File: config.mk
export PLATFORM = sky130hd
export DESIGN_NAME = load_store_unit
export DESIGN_NICKNAME = d
export VERILOG_FILES = /design/src/rtl/load_store_unit.sv
export SDC_FILE = /design/constraint.sdc
export NUM_CORES = 1
export LEC_CHECK = 0
export CAP_MARGIN = 20
export CELL_PAD_IN_SITES_DETAIL_PLACEMENT = 1
export CELL_PAD_IN_SITES_GLOBAL_PLACEMENT = 1
export CORE_MARGIN = 2
export CORE_UTILIZATION = 30
export CTS_CLUSTER_DIAMETER = 30
export DETAILED_ROUTE_END_ITERATION = 8
export GPL_TIMING_DRIVEN = 0
export HOLD_SLACK_MARGIN = 0.06
export PLACE_DENSITY_LB_ADDON = 0.1
export SLEW_MARGIN = 40
export SYNTH_ARGS = -nofsm -noshare
export SYNTH_HDL_FRONTEND = slang
export SYNTH_SLANG_ARGS = --single-unit
File: constraint.sdc
create_clock -name clk -period 2.4 [get_ports clk]
set_input_delay 0.24 -clock clk [delete_from_list [all_inputs] [get_ports clk]]
set_output_delay 0.24 -clock clk [all_outputs]
set_load 0.05 [all_outputs]
File: src/rtl/load_store_unit.sv
`default_nettype none
// +--------------------------------------------------------------------------+
// | Module      : load_store_unit                                            |
// | Description : Memory stage for lw/sw. Converts the ALU byte address into |
// |               a word address, rejects illegal, misaligned and            |
// |               out-of-range accesses, and runs a req/ack handshake with a |
// |               bus timeout while stalling the CPU.                        |
// | Revision    : 1.0 - initial release                                      |
// +--------------------------------------------------------------------------+
module load_store_unit #(
    parameter int ADDR_W  = 9,
    parameter int TIMEOUT = 15
) (
    input  logic              clk,
    input  logic              rst,
    input  logic              mem_read,
    input  logic              mem_write,
    input  logic [15:0]       addr,
    input  logic [15:0]       wdata,
    output logic [15:0]       rdata,
    output logic              stall,
    output logic              err,
    output logic              dmem_req,
    output logic              dmem_we,
    output logic [ADDR_W-1:0] dmem_addr,
    output logic [15:0]       dmem_wdata,
    input  logic [15:0]       dmem_rdata,
    input  logic              dmem_ack
);

    localparam int                 c_CNT_W   = $clog2(TIMEOUT + 1);
    localparam logic [c_CNT_W-1:0] c_TIMEOUT = c_CNT_W'(TIMEOUT);

    localparam logic [1:0] c_IDLE = 2'd0;
    localparam logic [1:0] c_BUSY = 2'd1;
    localparam logic [1:0] c_DONE = 2'd2;

    logic [1:0]         r_state;
    logic [c_CNT_W-1:0] r_cnt;

    logic               w_access;
    logic               w_bad;
    logic               w_launch;
    logic [c_CNT_W-1:0] w_cnt_next;
    logic               w_timeout;

    // Decode the request and classify it as launchable or faulty.
    always_comb begin
        w_access   = mem_read | mem_write;
        // Illegal both-set, odd byte address, or any address bit above the word range.
        w_bad      = (mem_read & mem_write) | addr[0] | (|(addr >> (ADDR_W + 1)));
        w_launch   = (r_state == c_IDLE) & w_access & ~w_bad;
        // Saturating wait counter; a timeout fires on the TIMEOUT-th busy cycle.
        w_cnt_next = (r_cnt == c_TIMEOUT) ? r_cnt : r_cnt + 1'b1;
        w_timeout  = (w_cnt_next == c_TIMEOUT);
        // Stall covers the launch cycle (combinational) plus every busy cycle;
        // reset forces it low immediately even if the instruction is still held.
        stall      = ~rst & ((r_state == c_BUSY) | w_launch);
    end

    // Access FSM with registered bus signals, load result and error pulse.
    always_ff @(posedge clk or posedge rst) begin
        if (rst) begin
            r_state    <= c_IDLE;
            r_cnt      <= '0;
            rdata      <= '0;
            err        <= 1'b0;
            dmem_req   <= 1'b0;
            dmem_we    <= 1'b0;
            dmem_addr  <= '0;
            dmem_wdata <= '0;
        end else begin
            err <= 1'b0;
            case (r_state)
                c_IDLE: begin
                    if (w_access) begin
                        if (w_bad) begin
                            err <= 1'b1;
                        end else begin
                            dmem_req   <= 1'b1;
                            dmem_we    <= mem_write;
                            dmem_addr  <= addr[ADDR_W:1];
                            dmem_wdata <= wdata;
                            r_cnt      <= '0;
                            r_state    <= c_BUSY;
                        end
                    end
                end
                c_BUSY: begin
                    r_cnt <= w_cnt_next;
                    // Ack takes priority over a coincident timeout.
                    if (dmem_ack) begin
                        dmem_req <= 1'b0;
                        if (!dmem_we) rdata <= dmem_rdata;
                        r_state  <= c_DONE;
                    end else if (w_timeout) begin
                        dmem_req <= 1'b0;
                        err      <= 1'b1;
                        if (!dmem_we) rdata <= '0;
                        r_state  <= c_DONE;
                    end
                end
                // One free cycle so the CPU advances; the held request is ignored.
                c_DONE:  r_state <= c_IDLE;
                default: r_state <= c_IDLE;
            endcase
        end
    end

endmodule
`default_nettype wire

After elaboration in Yosys (flattened, before gate mapping). Index checks and enable logic that the tools add are counted.

Bits in registers: 50. Input bits: 53. Word-level logic and storage cells: 59.

Add/subtract/negate cells: 1. Equal/unequal tests: 8. Mux-type cells: 23. Bitwise operators: 10. Reductions and logical operators: 9.

Operator list (number): $mux 16 (4); $mux 4 (3); $reduce_and 3->1 (3); $eq 4x4->1 const B (2); $mux 1 (8); $mux 2 (4); $ne 2x2->1 const B (4); $pmux 4 s2 (1); $reduce_and 4->1 (2); $reduce_or 6->1 (1); $add 4x1->4 const B (1); $and 1x1->1 (4); $or 1x1->1 (4); $pmux 1 s2 (2); $pmux 2 s2 (1); $reduce_bool 2->1 (2); $ne 3x3->1 const B (1); $eq 2x1->1 const B (1); $logic_not 2->1 (1); $not 1->1 (2).

Logic depth before layout (Yosys ltp).
Depth after elaboration: 7. Mapped depth: 7. Depth with buffers taken out: 5.

Worst setup path before layout. No wires, ideal clock.

Path type: register to register. From: reg r_cnt[0]. To: reg rdata[0]. Setup time: 121 ps. Arrival: 1712 ps. Required time: 2279 ps. Slack: 567 ps. Stages on the path, launching flop included: 8. Cell sequence: dfrtp_1 > ha_1 > and4_1 > a221oi_2 > or3_1 > buf_2 > buf_6 > a22o_1.

Word-level cells in the longest chain between the ends: 5. Elaborated cells between the ends (all ways): 7. Those cells by class: add/sub (1); eq/ne (3); mux (1); reduce/logical (2).

RTL lines: from (decl) (line 39) `logic [c_CNT_W-1:0] r_cnt;`; from (signal assigned) (line 90) `r_cnt <= w_cnt_next;`; $add 4x1->4 / $eq 4x4->1 (equally long branches) (line 54) `w_cnt_next = (r_cnt == c_TIMEOUT) ? r_cnt : r_cnt + 1'b1;`; $mux 4 * (line 54); $eq 4x4->1 * (line 55) `w_timeout = (w_cnt_next == c_TIMEOUT);`; $ne 2x2->1 (no source line) / $reduce_bool 2->1 (equally long branches); $reduce_and 4->1 (no source line) *; to (signal assigned) (line 94) `if (!dmem_we) rdata <= dmem_rdata;`; to (decl) (line 20) `output logic [15:0] rdata,`.

Mark *: on every way between the ends. The rest lies on a longest branch, timed or not. A chain may end at the register's enable or synchronous reset.

Worst setup path after layout.
From: in addr[0]. To: out stall.

Word-level cells in the longest chain between the ends: 6.

RTL lines: from (decl) (line 18) `input logic [15:0] addr,`; $or 1x1->1 (2 in series) (line 51) `w_bad = (mem_read & mem_write) | addr[0] | (|(addr >> (ADDR_W + 1)));`; $not 1->1 (no source line); $and 1x1->1 (line 52) `w_launch = (r_state == c_IDLE) & w_access & ~w_bad;`; $or 1x1->1 (line 58) `stall = ~rst & ((r_state == c_BUSY) | w_launch);`; $and 1x1->1 (line 58); to (decl) (line 21) `output logic stall,`.

Every way passes these cells.

==> qor.yml <==
synthesis:
  synthTopCellsByCount: "dfrtp_1, mux2_2, a22o_1, nand2_1, a21oi_1"
  synthArstFlopShare_pct: 100.0
  yosysSeqAreaShare_pct: 61.61
  ys_ff_latch: 50
  synth_edf_count: 0
  yosysTopAreaCell: "dfrtp_1"
  synth_flop_cell: "dfrtp_1"
  syn_area_um2: 2031
  yosys.cell_types.count: 30
  yosysWarningCount: 0
  yosysMostFrequentCell: "dfrtp_1"
  synthesis.nets: 201
  yosysTopAreaCellShare_pct: 61.61
  ys_top_cells_by_area: "dfrtp_1, mux2_2, a22o_1, buf_6, a21oi_1"
  postSynthCellCount: 147
  syn_avg_cell_area_um2: 13.81
floorplanning:
  io-pin-count: 98
  fp.dieH_um: 86.28
  start_util_pct: 31.44
  dieArea_um2: 7443
  dieWidth_um: 86.28
  rows: 29
  core-area_um2: 6459
route:
  via_count: 1614
  viasPerCell: 4.891
  wl_mm: 5.173
  drc_errors: 0
  wl_met3_um: 378
  drt_first_pass_iters: 4
  drt_iter0_drc: 30
  wl_met1_mm: 2.109
  ant_nets: 0
  wl_met2_mm: 2.644
  drt-wirelength-per-cell_um: 15.68
  topRoutingLayerUsed: "met4"
cts:
  cts_tree: "yes"
  h-tree-depth: 2
  post_cts_buffers: 0
  cts_buffers: 5
  clk_latency_ns: 0.31
  clock_path_buffers: 2
  clk_pin_slew_ns: 0.10
  cts_sinks: 50
  root_buffer: "clkbuf_8"
grt:
  grt_pass1_wl_mm: 8.369
  antenna_found_initial: 0
  grt_max_degree: 42
  grt_usage_pct: 14.41
  grt.overflow.total: 0
  grt_pass1_vias: 1732
timing:
  fin_crit_sh_pct: 92.22
  slew_violations: 0
  setup_ws_ns: 0.1867
  final_hold_viol_count: 0
  fmaxAchievable_ghz: 0.4518
  fin_crit_ns: 2.213
  setup_viol: 0
  skew_ns: 0.01208
  worst_hold_slack_ns: 0.2006
  slew_headroom_pct: 64.88
  tightest_slew_ns: 0.5252
  rsz0062_at_grt: "no"
placement:
  dp_hpwl_mm: 3.851
  place_area_um2: 3120
  io_buffers: 97
  place_congestion: 0.7316
  post-place-ws_ns: -0.1379
  placed_cells: 322
critical_path:
  worst-path-max-fanout: 3
  cp-start-kind: "input port"
  criticalPathCategory: "input port to output port"
  critPathRequiredTime_ns: 2.16
  r2r_cells: 7
  worstReg2RegEnd: "rdata[0]"
  cp.arrival_ns: 1.97
  r2r_setup_slack_ns: 0.27
  end_kind: "output port"
  r2r-start: "r_cnt[0]"
finish:
  area_delta_synth_final_pct: 58.23
  antenna_cells: 0
  fin_area_um2: 3213
  layout.nets: 306
  drive_gt1_share_pct: 18.58
  fin_cells: 330
pwr:
  power_w: 0.002428
  power_density_nw_per_um2: 755.6
  p_leak_nw: 1.439
  irDropWorstVdd_v: 0.0004521
worst_hold_path:
  min_path_type: "input port to async pin"
job:
  max_cap_violations: 0
run_status:
  outcome: "complete, no violations"
## critical path: stages
cell	delay (ns)
clkdlybuf4s50_1	0.41
nor4_2	0.37
nand4_1	0.23
a21oi_1	0.17
dlygate4sd2_1	0.55
## what timing repair did
item / 4_1_cts / 5_1_grt
endpoints found under the setup margin: 1 / 0
hold buffers: 0 / 0
gates resized for setup: 1 / 0
## worst max path at each step
stage	from	to	slack, ns	depth (start not counted)
final	addr[0]	stall	0.19	5
after global routing	addr[0]	stall	0.04	5
after CTS	addr[0]	stall	0.14	5
after detailed placement	addr[0]	stall	-0.14	5
after global placement	rst	dmem_wdata[7]	-0.15	2
after floorplan	r_cnt[0]	rdata[0]	0.57	7
## registers in the layout (all words and copies together) (netlist names)
signal / cells
dmem_wdata: 16
rdata: 16
dmem_addr: 9
r_cnt: 4
r_state: 2
dmem_req: 1
dmem_we: 1
err: 1
## cell usage in the layout, fill, tap and decap left out, types with 2 or more instances in the layout
cell type        count
a31oi_1              2
clkbuf_8             5
nor3_1               2
nand4_1              2
nand3_1              2
inv_1                3
a22o_1              16
nor2_1               4
o21ai_0              4
buf_6                3
a21oi_1              5
buf_2                3
clkbuf_1             2
dfrtp_1             50
clkdlybuf4s50_1     96
nand2_1              6
nand2b_1             2
mux2_2              26
## cell type report
| class | instances | area, um^2 |
|---|---|---|
| well taps | 77 | 96.34 |
| inverters | 4 | 17.52 |
| clock inverters | 3 | 25.02 |
| plain buffers | 8 | 56.30 |
| clock buffers | 5 | 68.82 |
| flip-flops and latches | 50 | 1251 |
| multi-input cells | 85 | 708.2 |
| repair buffers | 98 | 989.7 |
| fillers | 683 | 3246 |
## metal layers
metal,global-route usage (%),vias up
met2,23.54,45
met4,3.409,0
met3,6.000,5
met5,0,-
li1,-,739
met1,17.87,825
## metrics by stage
step	util, %	setup TNS, ns
after global placement	47.97	-7.390
final	49.75	0
after CTS	49.75	0
after global routing	49.75	0
after detailed placement	48.31	-0.1379
after floorplan	-	0
## power by group
group          total (W)  switching [W]  internal, W
Combinational   0.000874       0.000517     0.000357
Sequential       0.00104      0.0000856     0.000959
Clock           0.000510       0.000299     0.000211
## kinds of logic after synthesis
kind of cell               Yosys count  share of synthesized area [%]
xor gates and xnor gates             1                         0.4314
muxes                               26                          14.42
and+or+nand+nor                     25                          7.209
DFF                                 50                          61.61
buffers and inverters               12                          3.512
adders and majority gates            1                         0.6160
AOI/OAI and AO/OA                   32                          12.20
Power figures use the tool's default switching activity.
